===== src/rtl/uart_tx_ctrl.sv =====
// UART transmit frame controller.
// Latches a transmit request, sequences start / data (LSB first) / optional
// parity / stop bits on baud ticks, drives the serializer load strobe and bit
// index, and muxes the serializer's registered bit into the TX line.
module uart_tx_ctrl #(
    parameter int DATA_WIDTH = 8,
    parameter int STOP_BITS  = 1
) (
    input  logic                          UCLK,
    input  logic                          reset,
    input  logic                          baud_tick,
    input  logic                          tx_start,
    input  logic [DATA_WIDTH-1:0]         tx_data,
    input  logic                          par_en,
    input  logic                          par_type,
    input  logic                          serial_data,
    output logic [DATA_WIDTH-1:0]         parallel_data,
    output logic                          ser_en,
    output logic [$clog2(DATA_WIDTH)-1:0] frame,
    output logic                          tx_out,
    output logic                          tx_busy,
    output logic                          tx_done
);

    localparam int FRAME_W = $clog2(DATA_WIDTH);

    localparam logic [2:0] ST_IDLE   = 3'd0;
    localparam logic [2:0] ST_ALIGN  = 3'd1;
    localparam logic [2:0] ST_START  = 3'd2;
    localparam logic [2:0] ST_DATA   = 3'd3;
    localparam logic [2:0] ST_PARITY = 3'd4;
    localparam logic [2:0] ST_STOP   = 3'd5;

    // Index of the last data bit and of the last stop bit.
    localparam logic [FRAME_W-1:0] LAST_BIT  = FRAME_W'(DATA_WIDTH - 32'sd1);
    localparam logic               STOP_LAST = (STOP_BITS == 32'sd2) ? 1'b1 : 1'b0;
    localparam logic [FRAME_W-1:0] BIT_ONE   = FRAME_W'(1'b1);

    // Parity bit for a word: even parity for odd_sel=0, odd parity for odd_sel=1.
    function automatic logic calc_parity(input logic [DATA_WIDTH-1:0] data,
                                         input logic                  odd_sel);
        return (^data) ^ odd_sel;
    endfunction

    logic [2:0]            state_r,    state_s;
    logic [FRAME_W-1:0]    bit_cnt_r,  bit_cnt_s;
    logic                  stop_cnt_r, stop_cnt_s;
    logic [DATA_WIDTH-1:0] data_r,     data_s;
    logic                  parity_r,   parity_s;
    logic                  par_en_r,   par_en_s;
    logic                  tx_done_r,  tx_done_s;
    logic                  ser_en_s;
    logic [FRAME_W-1:0]    frame_s;
    logic                  tx_out_s;

    // Next-state and datapath update for the frame sequencer.
    always_comb begin
        state_s    = state_r;
        bit_cnt_s  = bit_cnt_r;
        stop_cnt_s = stop_cnt_r;
        data_s     = data_r;
        parity_s   = parity_r;
        par_en_s   = par_en_r;
        tx_done_s  = 1'b0;
        case (state_r)
            ST_IDLE: begin
                // A tick coinciding with the accept is deliberately ignored;
                // ALIGN waits for the next one so START is a full bit period.
                if (tx_start) begin
                    data_s   = tx_data;
                    par_en_s = par_en;
                    parity_s = calc_parity(tx_data, par_type);
                    state_s  = ST_ALIGN;
                end else begin
                    state_s  = ST_IDLE;
                end
            end
            ST_ALIGN: begin
                if (baud_tick) begin
                    state_s = ST_START;
                end else begin
                    state_s = ST_ALIGN;
                end
            end
            ST_START: begin
                if (baud_tick) begin
                    bit_cnt_s = {FRAME_W{1'b0}};
                    state_s   = ST_DATA;
                end else begin
                    state_s   = ST_START;
                end
            end
            ST_DATA: begin
                if (baud_tick) begin
                    if (bit_cnt_r != LAST_BIT) begin
                        bit_cnt_s = bit_cnt_r + BIT_ONE;
                    end else if (par_en_r) begin
                        state_s = ST_PARITY;
                    end else begin
                        stop_cnt_s = 1'b0;
                        state_s    = ST_STOP;
                    end
                end else begin
                    state_s = ST_DATA;
                end
            end
            ST_PARITY: begin
                if (baud_tick) begin
                    stop_cnt_s = 1'b0;
                    state_s    = ST_STOP;
                end else begin
                    state_s    = ST_PARITY;
                end
            end
            ST_STOP: begin
                if (baud_tick) begin
                    if (stop_cnt_r != STOP_LAST) begin
                        stop_cnt_s = 1'b1;
                    end else begin
                        tx_done_s = 1'b1;
                        state_s   = ST_IDLE;
                    end
                end else begin
                    state_s = ST_STOP;
                end
            end
            default: begin
                state_s = ST_IDLE;
            end
        endcase
    end

    // Serializer load strobe: bit 0 on the START tick, bit n+1 on DATA tick n.
    always_comb begin
        ser_en_s = 1'b0;
        frame_s  = {FRAME_W{1'b0}};
        case (state_r)
            ST_START: begin
                if (baud_tick) begin
                    ser_en_s = 1'b1;
                end else begin
                    ser_en_s = 1'b0;
                end
            end
            ST_DATA: begin
                if (baud_tick && (bit_cnt_r != LAST_BIT)) begin
                    ser_en_s = 1'b1;
                    frame_s  = bit_cnt_r + BIT_ONE;
                end else begin
                    ser_en_s = 1'b0;
                end
            end
            default: begin
                ser_en_s = 1'b0;
            end
        endcase
    end

    // TX line mux; every selector and source here is a register.
    always_comb begin
        tx_out_s = 1'b1;
        case (state_r)
            ST_IDLE:   tx_out_s = 1'b1;
            ST_ALIGN:  tx_out_s = 1'b1;
            ST_START:  tx_out_s = 1'b0;
            ST_DATA:   tx_out_s = serial_data;
            ST_PARITY: tx_out_s = parity_r;
            ST_STOP:   tx_out_s = 1'b1;
            default:   tx_out_s = 1'b1;
        endcase
    end

    // State registers with synchronous active-low reset; reset abandons any frame.
    always_ff @(posedge UCLK) begin
        if (!reset) begin
            state_r    <= ST_IDLE;
            bit_cnt_r  <= {FRAME_W{1'b0}};
            stop_cnt_r <= 1'b0;
            data_r     <= {DATA_WIDTH{1'b0}};
            parity_r   <= 1'b0;
            par_en_r   <= 1'b0;
            tx_done_r  <= 1'b0;
        end else begin
            state_r    <= state_s;
            bit_cnt_r  <= bit_cnt_s;
            stop_cnt_r <= stop_cnt_s;
            data_r     <= data_s;
            parity_r   <= parity_s;
            par_en_r   <= par_en_s;
            tx_done_r  <= tx_done_s;
        end
    end

    assign parallel_data = data_r;
    assign ser_en        = ser_en_s;
    assign frame         = frame_s;
    assign tx_out        = tx_out_s;
    assign tx_busy       = (state_r != ST_IDLE);
    assign tx_done       = tx_done_r;

endmodule


===== config.mk =====
export PLATFORM = sky130hd
export DESIGN_NAME = uart_tx_ctrl
export DESIGN_NICKNAME = d
export VERILOG_FILES = /design/src/rtl/uart_tx_ctrl.sv
export SDC_FILE = /design/constraint.sdc
export NUM_CORES = 1
export LEC_CHECK = 0
export ABC_AREA = 1
export BUFFER_PORTS_ARGS = -buffer_cell sky130_fd_sc_hd__buf_2
export CORE_MARGIN = 2
export CORE_UTILIZATION = 44
export CTS_BUF_LIST = sky130_fd_sc_hd__clkbuf_8 sky130_fd_sc_hd__clkbuf_16
export CTS_CLUSTER_DIAMETER = 50
export DETAILED_ROUTE_END_ITERATION = 10
export PLACE_DENSITY = 0.77
export SYNTH_ARGS = -nofsm -noshare
export SYNTH_HDL_FRONTEND = slang
export SYNTH_SLANG_ARGS = --single-unit

===== constraint.sdc =====
create_clock -name UCLK -period 1.5 [get_ports UCLK]
set_clock_uncertainty 0.2 [all_clocks]
set_input_delay 0 -clock UCLK [delete_from_list [all_inputs] [get_ports UCLK]]
set_output_delay 0 -clock UCLK [all_outputs]
set_load 0.01 [all_outputs]

==> results by group, run 1 <==
Run status
  • Status: finished, violations left
  • Failing checks: negative setup slack

Timing
  • Final setup fails: 2
  • Setup WS post-layout: -0.01240 ns
  • RSZ-0062 raised after global routing: true
  • Tcrit/Tclk final: 100.8%
  • Fin. Hold Viols: 0
  • Slew headroom: 81.52%
  • Fmax: 661.2 MHz
  • Slew @ Worst Pin: 0.2748 ns
  • Final Max Slew Viols: 0
  • Final setup TNS: -0.01652 ns
  • Minimum clock period: 1.512 ns

Drt
  • # DRC: 0
  • Routed wl met2: 1356 µm
  • Final ANT Viol Nets: 0
  • Vias per cell: 5.174
  • Highest routed layer: met4
  • DR iter-0 viols: 24
  • Metal1 wirelength: 1081 µm
  • Routed wire length: 2692 µm
  • Drt pass-1 iters: 5
  • Via count: 1102
  • Routed len/inst: 12.64 µm
  • Metal3 WL: 139 µm

Synthesis
  • Top-count cell post-synth: nand2_1
  • Netlist cell types: 28
  • Synth Flop Type: dfxtp_1
  • Yosys top cell by area: dfxtp_1
  • Yosys top cell area share: 35.98%
  • Seq cells post-synth: 17
  • Simple-gate portion of the synthesized area: 32.14%
  • Largest family of logic cells by synthesized area: simple AND/OR/NAND/NOR gates
  • Cells after Synth: 135
  • Post-synth ARST share: 0%
  • Average cell area after synthesis: 7.007 µm²
  • Commonest cells post-synth: nand2_1 (36), inv_1 (18), dfxtp_1 (17), a21oi_1 (12)
  • Synth Area in Compound Gates: 17.46%
  • Mapped Area: 945.9 µm²
  • Sequential fraction of the synthesis area: 35.98%
  • Synthesized net count: 152
  • Largest cells by area after synthesis: dfxtp_1 (36%), nand2_1 (14%), inv_1 (7.1%), a21oi_1 (6.3%), nand3_1 (4.2%)
  • Post-synthesis adder-cell area fraction: 2.646%
  • Ys Warns: 0
  • EDFF count, synth: 0
  • Post-synthesis xor/xnor area fraction: 0.9259%
  • Post-synthesis mux area share: 0%

Final layout
  • Non-Filler Instances: 213
  • Register area: 346.6 µm²
  • Fill count: 165
  • Final Util: 70.69%
  • Multi-input logic area: 551.8 µm²
  • Final net count: 204
  • Area Overhead vs Synth: 49.60%
  • Share of post-route cells with drive strength above 1: 34.95%
  • Diode count: 0
  • Design Area, Final: 1415 µm²

Die
  • Die Ht: 50.37 µm
  • Core area: 2002 µm²
  • Die W: 50.37 µm
  • # rows: 16
  • Initial core utilization: 47.25%
  • Die footprint: 2537 µm²
  • Ports: 30

Critical path
  • Critical Path Source: bit_cnt_r[0]
  • RR Startpoint: bit_cnt_r[0]
  • Critical Path Sink Type: register
  • R2r setup slk: -0.01 ns
  • CP Capture Point: bit_cnt_r[2]
  • Reg2reg path depth: 8
  • Setup crit start kind: register
  • Critical Path Fanout Max: 5
  • Required @ worst endpoint: 1.44 ns
  • CP Class: register to register
  • WP data arrival: 1.45 ns
  • Reg2Reg Capture Point: bit_cnt_r[2]

Place
  • Port Buf Inserts: 29
  • Area post-placement: 1124 µm²
  • Placer congestion estimate: 0.8639
  • Placed instance count: 191
  • Final HPWL DP: 1616 µm

Clock tree
  • H-tree depth: 1
  • CTS Buffer Depth: 2
  • CTS clock-pin slew for the worst setup and hold paths: 0.06 ns
  • Number of CTS-inserted buffers: 3
  • CTS Sinks: 17
  • Worst-Skew Late Latency: 0.25 ns
  • CTS tree: yes
  • Root buffer cell: clkbuf_8

Pwr
  • Overall Power: 0.001156 W
  • Maximum vdd ir drop: 0.5881 mV
  • Leak: 0.7234 nW
  • Pwr/cell area: 817.1 nW/µm²

Global routing
  • Antenna violations before repair: 0
  • Largest net degree at the start of global routing: 17
  • Vias in the first global route: 1052
  • Global-route wire length before repair: 4326 µm
  • Total GRT Usage: 22.67%
  • Global route total overflow: 0

Flow run
  • # Max-Cap Violations: 0

Worst hold path
  • Worst hold path type: input pin to register
cells by family (layout without fill, tap and decap cells):
kind of cell,Yosys count,count (layout)
simple gates,61,61
compound gates,29,29
buf+inv,25,76
flops,17,17
fa+ha+maj,2,2
xor+xnor,1,1
how the worst min path moves through the flow:
| stage | cells past startpoint | slack, ns | endpoint | start |
|---|---|---|---|---|
| after floorplan | 2 | -0.07 | tx_out | serial_data |
| after global placement | 3 | 0.07 | parallel_data[0] | tx_data[0] |
| after detailed placement | 3 | 0.08 | parallel_data[1] | tx_data[1] |
| after CTS | 4 | 0.06 | state_r[0] | baud_tick |
| after global routing | 4 | 0.07 | state_r[0] | baud_tick |
| final | 4 | 0.06 | state_r[0] | baud_tick |
stage by stage:
stage          hold WS [ns]  worst slack (ns)
2_1_floorplan      -0.06647           0.02541
6_report            0.05846          -0.01240
3_5_place_dp        0.07770          -0.06145
5_1_grt             0.07347          -0.04998
4_1_cts             0.06174          -0.01041
3_3_place_gp        0.06505           0.03550
worst max-delay path, stage by stage, from the launching register on:
cell	delay, ns
dfxtp_2	0.34
ha_4	0.16
ha_4	0.16
inv_4	0.06
nand3_4	0.11
nand2_4	0.13
inv_2	0.06
a21oi_1	0.14
nor2_1	0.06
layer usage:
metal	vias up	GRT usage (%)
met5	-	0
met4	0	11.71
met3	14	2.976
met2	51	42.98
met1	497	24.03
li1	540	-
flip-flops by register name (all words and copies together), names as in the netlist:
signal         cells
bit_cnt_r          3
parity_r           1
parallel_data      8
tx_done            1
par_en_r           1
state_r            3
layout make-up:
cell class	instances	share of cell area [%]
Multi-Input combinational cell	93	38.99
Sequential cell	17	24.49
Timing Repair Buffer	49	24.14
Inverter	23	6.808
Clock buffer	3	2.918
Tap cell	27	2.387
Clock inverter	1	0.2653
power breakdown:
group,total [W],switching (W),leakage [nW],internal (W)
clock network,0.000327,0.000146,0.0269,0.000181
registers,0.000521,0.0000287,0.142,0.000492
logic,0.000308,0.000178,0.555,0.000131
total,0.00116,0.000352,0.723,0.000804
cell usage in the layout, fill, tap and decap left out:
master         instances
nand2_1               36
buf_2                 27
inv_1                 18
a21oi_1               12
dfxtp_1               12
dlygate4sd3_1         12
nand3_1                8
o21ai_0                8
buf_4                  7
dfxtp_2                5
inv_4                  4
nor2_1                 4
o21ai_1                3
clkbuf_8               3
buf_6                  3
nor2_2                 2
inv_2                  2
nand2_4                2
nand3_2                2
ha_4                   2
nor2_8                 1
nand3_4                1
nor2_4                 1
nor3_4                 1
nand4_1                1
nor3_1                 1
and2_1                 1
a21oi_2                1
o211a_1                1
o21ai_2                1
o211ai_1               1
o31ai_1                1
a211oi_1               1
xor2_1                 1
timing repair:
item	CTS	global route
resized for setup	15	8
pin swaps	6	5
endpoints found under the hold margin	15	0
gates cloned	0	0
hold buffers	12	0
setup buffers	6	0
setup endpoints to repair	6	14
No activity file was read; power rests on OpenSTA's default activity.
==> inputs of run 2 (changes only) <==
==> constraint.sdc (replaced) <==
create_clock -name UCLK -period 1.5 [get_ports UCLK]
set_clock_uncertainty 0.2 [all_clocks]
set_input_delay 0 -clock UCLK [delete_from_list [all_inputs] [get_ports UCLK]]
set_output_delay 0 -clock UCLK [all_outputs]
set_load 0.005 [all_outputs]
==> run 2 against run 1 <==
Compared with the run above: the flow now finishes without violations; register-to-register slack better by 0.05 ns; clock-buffer cell count stayed put; first-iteration DRC count stayed put; final cell count is 1.4% lower; largest power group unchanged.
==> results by group, run 2 (same netlist as run 1, synthesis figures left out) <==
Global routing
  • Global-route wire length before repair: 4160 µm (-3.8%)
  • Antenna violations before repair: 0 (unchanged)
  • Vias in the first global route: 1026 (-2.5%)
  • Largest net degree at the start of global routing: 17 (unchanged)
  • Global route total overflow: 0 (unchanged)
  • Total GRT Usage: 21.29% (-1.4 points)

Drt
  • Routed len/inst: 11.54 µm (-8.7%)
  • Vias per cell: 4.929 (-4.7%)
  • Drt pass-1 iters: 4 (-1)
  • Via count: 1035 (-6.1%)
  • # DRC: 0 (unchanged)
  • Routed wire length: 2424 µm (-10%)
  • Final ANT Viol Nets: 0 (unchanged)
  • DR iter-0 viols: 24 (unchanged)

Final layout
  • Max reg flops: 8 (unchanged)
  • Diode count: 0 (unchanged)
  • Area Overhead vs Synth: 45.50%
  • Final net count: 201 (-1.5%)
  • Most frequent cells in the layout: nand2_1 (36), buf_2 (28), inv_1 (18)
  • Share of post-route cells with drive strength above 1: 33.88% (-1.1 points)
  • Final Util: 68.75% (-1.9 points)
  • Most common cell after layout, fill and taps aside: nand2_1

Place
  • Placer congestion estimate: 0.8324 (-3.6%)
  • Port Buf Inserts: 29 (unchanged)
  • Final HPWL DP: 1631 µm (+0.93%)

Clock tree
  • Number of CTS-inserted buffers: 3 (unchanged)
  • Root buffer cell: clkbuf_8
  • CTS clock-pin slew for the worst setup and hold paths: 0.06 ns (about the same)
  • CTS tree: yes
  • H-tree depth: 1 (unchanged)
  • CTS Sinks: 17 (unchanged)
  • CTS Buffer Depth: 2 (unchanged)
  • Worst-Skew Late Latency: 0.24 ns (about the same)

Critical path
  • Critical Path Sink Type: primary output
  • CP max-delay cell: dfxtp_2
  • Worst path cell trace: ha_4, ha_4, inv_4, nand3_4, nor2_2, buf_2
  • Critical Path Fanout Max: 4 (-1)
  • RR Startpoint: bit_cnt_r[1]
  • R2r setup slk: 0.04 ns (+0.05 ns)
  • Crit-path max cell delay: 0.34 ns (about the same)
  • Setup crit start kind: register
  • WP data arrival: 1.28 ns (-0.17 ns)
  • Worst path most repeated cell: ha_4
  • Required @ worst endpoint: 1.30 ns (-0.14 ns)
  • CP Class: register to primary output
  • Reg2Reg Capture Point: bit_cnt_r[2]
  • Reg2reg path depth: 8 (unchanged)

Die
  • Initial core utilization: 47.25% (unchanged)
  • Die W: 50.37 µm (unchanged)
  • # rows: 16 (unchanged)
  • Ports: 30 (unchanged)
  • Die footprint: 2537 µm² (unchanged)
  • Core area: 2002 µm² (unchanged)
  • Die Ht: 50.37 µm (unchanged)

Timing
  • Slew headroom: 84.40% (+2.9 points)
  • Final setup fails: 0 (-2)
  • Fmax: 677.1 MHz (+2.4%)
  • Hold Slack: 0.07547 ns (+0.01701 ns)
  • Slew @ Worst Pin: 0.2326 ns (-0.04222 ns)
  • Tcrit/Tclk final: 98.45% (-2.4 points)
  • Final Max Slew Viols: 0 (unchanged)
  • Minimum clock period: 1.477 ns (-0.03560 ns)
  • RSZ-0062 raised after global routing: true
  • Fin. Hold Viols: 0 (unchanged)

Pwr
  • Leak: 0.7100 nW (-1.9%)
  • Pwr/cell area: 815.1 nW/µm² (-0.23%)
  • Maximum vdd ir drop: 0.6470 mV (+10%)

Worst hold path
  • Worst hold path type: input pin to primary output
  • Worst Hold End: tx_out
  • Hold_sp: serial_data
  • Hold path cells: 4 (unchanged)

Flow run
  • # Max-Cap Violations: 0 (unchanged)

Run status
  • Status: complete, no violations
==> run 2: layout make-up <==
type / instances / area, µm²
Timing Repair Buffer: 46 / 309.0
Fill cell: 174 / 625.6
Sequential cell: 17 / 349.1
Tap cell: 27 / 33.78
Clock inverter: 1 / 3.754
Clock buffer: 3 / 41.29
Multi-Input combinational cell: 93 / 545.5
Inverter: 23 / 93.84
==> run 2: per-stage QoR <==
step / cell area, µm² / setup WS (ns) / cells / TNS (ns) / total power [W]
after global placement: 1124 / 0.03729 / 191 / 0 / 0.0007578
after CTS: 1345 / 0.006485 / 209 / 0 / 0.001119
after detailed placement: 1124 / -0.01140 / 191 / -0.01140 / 0.0007684
after global routing: 1376 / -0.02982 / 210 / -0.06614 / 0.001191
final: 1376 / 0.02319 / 210 / 0 / 0.001122
after floorplan: 945.9 / 0.03872 / 135 / 0 / 0.0006806
==> run 2: report_power, final <==
group / internal [W] / switching (W) / total (W)
Clock: 0.000181 / 0.000138 / 0.000319
Sequential: 0.000491 / 0.0000262 / 0.000517
Combinational: 0.000127 / 0.000159 / 0.000286
==> run 2: worst max-delay path by stage <==
stage,startpoint,to,depth (start not counted)
2_1_floorplan,bit_cnt_r[0],bit_cnt_r[2],8
3_3_place_gp,bit_cnt_r[0],bit_cnt_r[2],8
3_5_place_dp,bit_cnt_r[0],bit_cnt_r[2],8
5_1_grt,bit_cnt_r[0],frame[2],6
4_1_cts,state_r[2],frame[1],6
6_report,bit_cnt_r[1],frame[2],6
==> run 2: critical path: cells and delay by family, from the launching register on <==
kind / cells / cell delay, ns
simple gates: 2 / 0.22
flops: 1 / 0.34
fa+ha+maj: 2 / 0.31
buf+inv: 2 / 0.17
==> run 2: per-layer routing <==
metal | track usage (%) | vias up | part of all wire [%]
met5 | 0 | - | 0
met4 | 8.559 | 0 | 1.5
met3 | 4.167 | 4 | 3.4
met2 | 41.23 | 25 | 53
met1 | 22.00 | 475 | 42
li1 | - | 531 | -
==> run 2: repair_timing <==
action	in CTS	in global routing
pin swaps	2	5
hold buffers	12	0
setup buffers	2	1
endpoints found under the setup margin	5	14
resized for setup	11	9
endpoints found under the hold margin	15	0
==> inputs of run 3 (changes only) <==
==> config.mk (replaced) <==
export PLATFORM = sky130hd
export DESIGN_NAME = uart_tx_ctrl
export DESIGN_NICKNAME = d
export VERILOG_FILES = /design/src/rtl/uart_tx_ctrl.sv
export SDC_FILE = /design/constraint.sdc
export NUM_CORES = 1
export LEC_CHECK = 0
export ABC_AREA = 1
export CORE_MARGIN = 2
export CORE_UTILIZATION = 50
export CTS_BUF_LIST = sky130_fd_sc_hd__clkbuf_8 sky130_fd_sc_hd__clkbuf_16
export CTS_CLUSTER_DIAMETER = 50
export DETAILED_ROUTE_END_ITERATION = 10
export DONT_BUFFER_PORTS = 1
export GPL_TIMING_DRIVEN = 0
export PLACE_DENSITY = 0.69
export SYNTH_ARGS = -nofsm -noshare
export SYNTH_HDL_FRONTEND = slang
export SYNTH_SLANG_ARGS = --single-unit
==> constraint.sdc (replaced) <==
create_clock -name UCLK -period 1.45 [get_ports UCLK]
set_clock_uncertainty 0.2 [all_clocks]
set_input_delay 0 -clock UCLK [delete_from_list [all_inputs] [get_ports UCLK]]
set_output_delay 0 -clock UCLK [all_outputs]
set_load 0.005 [all_outputs]
==> run 3 against run 2 <==
Compared with the run above: flip-flop and latch count is the same; hold slack got worse by 0.041 ns; critical path depth up 2; utilization up 3.9 points; global-route usage grew 2.3 points; clock power is 8.5% higher; worst setup slack worse by 0.0036 ns; highest routed layer unchanged.
==> results by group, run 3 (same netlist as run 1, synthesis figures left out) <==
Run status
  • Status: complete, no violations

Global routing
  • Global-route wire length before repair: 3767 µm (-9.4%)
  • Largest net degree at the start of global routing: 11 (-6)
  • Global route total overflow: 0 (unchanged)
  • Total GRT Usage: 23.57% (+2.3 points)
  • Vias in the first global route: 905 (-12%)
  • Antenna violations before repair: 0 (unchanged)

Clock tree
  • CTS tree: yes
  • CTS clock-pin slew for the worst setup and hold paths: 0.07 ns (about the same)
  • CTS Buffer Depth: 2 (unchanged)
  • CTS Sinks: 17 (unchanged)
  • Root buffer cell: clkbuf_8
  • H-tree depth: 1 (unchanged)
  • Number of CTS-inserted buffers: 3 (unchanged)
  • Worst-Skew Late Latency: 0.25 ns (about the same)

Final layout
  • Share of post-route cells with drive strength above 1: 23.57% (-10 points)
  • Non-Filler Instances: 182 (-13%)
  • Diode count: 0 (unchanged)
  • Most frequent cells in the layout: nand2_1 (36), inv_1 (17), dlygate4sd3_1 (13), dfxtp_1 (12), a21oi_1 (11)
  • Fill count: 149 (-14%)
  • Max reg flops: 8 (unchanged)
  • Most common cell after layout, fill and taps aside: nand2_1
  • Final net count: 175 (-13%)
  • Area Overhead vs Synth: 34.13%

Die
  • Die W: 47.50 µm (-5.7%)
  • Core area: 1745 µm² (-13%)
  • # rows: 15 (-1)
  • Ports: 30 (unchanged)
  • Die Ht: 47.50 µm (-5.7%)
  • Initial core utilization: 54.19% (+6.9 points)
  • Die footprint: 2256 µm² (-11%)

Timing
  • Tcrit/Tclk final: 98.65%
  • Fin. Hold Viols: 0 (unchanged)
  • Final setup TNS: 0 ns (unchanged)
  • Slew @ Worst Pin: 0.3316 ns (+0.09898 ns)
  • RSZ-0062 raised after global routing: true
  • Fmax: 699.1 MHz
  • Final setup fails: 0 (unchanged)
  • Slew headroom: 77.90% (-6.5 points)
  • Final Max Slew Viols: 0 (unchanged)
  • Minimum clock period: 1.430 ns

Place
  • Final HPWL DP: 1490 µm (-8.7%)
  • Placer congestion estimate: 0.7926 (-4.8%)
  • Port Buf Inserts: 0 (-100%)
  • Placed instance count: 160 (-16%)

Critical path
  • Setup crit start kind: register
  • Critical Path Fanout Max: 5 (+1)
  • WP data arrival: 1.36 ns (+0.08 ns)
  • CP Class: register to register
  • Critical Path Sink Type: register
  • Required @ worst endpoint: 1.38 ns (+0.08 ns)

Pwr
  • Pwr/cell area: 905.9 nW/µm² (+11%)
  • Overall Power: 0.001149 W (+2.4%)
  • Leak: 0.6015 nW (-15%)
  • Maximum vdd ir drop: 0.8344 mV (+29%)

Drt
  • DR iter-0 viols: 16 (-33%)
  • Via count: 939 (-9.3%)
  • Final ANT Viol Nets: 0 (unchanged)
  • # DRC: 0 (unchanged)
  • Routed wire length: 2239 µm (-7.6%)
  • Drt pass-1 iters: 4 (unchanged)
  • Routed len/inst: 12.30 µm (+6.6%)
  • Vias per cell: 5.159 (+4.7%)

Flow run
  • # Max-Cap Violations: 0 (unchanged)

Worst hold path
  • Worst hold path type: input pin to register
-- run 3: final timing paths --
kind / startpoint / endpoint / slack [ns] / cells past startpoint
max: bit_cnt_r[1] / bit_cnt_r[1] / 0.02 / 8
min: tx_data[0] / parity_r / 0.03 / 7
max reg2reg: bit_cnt_r[1] / bit_cnt_r[1] / 0.02 / 8
min reg2reg: par_en_r / par_en_r / 0.28 / 2
-- run 3: metrics by stage --
step / hold WS [ns] / utilization [%] / setup slack [ns] / area [µm²]
after floorplan: -0.09996 / - / 0.01107 / 945.9
after global placement: -0.08877 / 55.99 / -0.08151 / 977.2
after detailed placement: -0.08776 / 55.99 / -0.09322 / 977.2
after CTS: 0.03525 / 70.18 / 0.0002300 / 1225
after global routing: 0.08576 / 72.69 / -0.06133 / 1269
final: 0.03417 / 72.69 / 0.01963 / 1269
-- run 3: worst max-delay path, stage by stage (launching register included) --
cell     delay (ns)
dfxtp_2        0.34
ha_4           0.16
ha_4           0.15
inv_4          0.06
nand3_4        0.10
nand2_4        0.11
inv_2          0.05
a21oi_2        0.10
nor2_1         0.04
-- run 3: per-layer routing --
layer / routed length [µm] / up-vias / share of wire [%] / global-route usage, %
met2: 1121 / 32 / 50 / 41.62
li1: - / 481 / - / -
met1: 934 / 419 / 42 / 26.90
met4: 38 / 0 / 1.7 / 8.333
met5: 0 / - / 0 / 0
met3: 145 / 7 / 6.5 / 6.792
-- run 3: power breakdown --
group          internal [W]  switching, W
logic              0.000107      0.000150
registers          0.000509     0.0000368
clock network      0.000190      0.000155
total              0.000807      0.000342
-- run 3: area by class of cell --
cell class | instances | area (µm²) | area share, %
Multi-Input combinational cell | 93 | 561.8 | 44.28
Sequential cell | 17 | 346.6 | 27.32
Timing Repair Buffer | 18 | 172.7 | 13.61
Inverter | 23 | 93.84 | 7.396
Clock buffer | 3 | 41.29 | 3.254
Tap cell | 25 | 31.28 | 2.465
Buffer | 2 | 16.27 | 1.282
Clock inverter | 1 | 5.005 | 0.3945
-- run 3: what timing repair did --
action,4_1_cts,5_1_grt
hold buffers,14,0
gates resized for setup,9,11
endpoints found under the setup margin,6,19
endpoints found under the hold margin,21,0
pin swaps,2,1
setup buffers,3,1
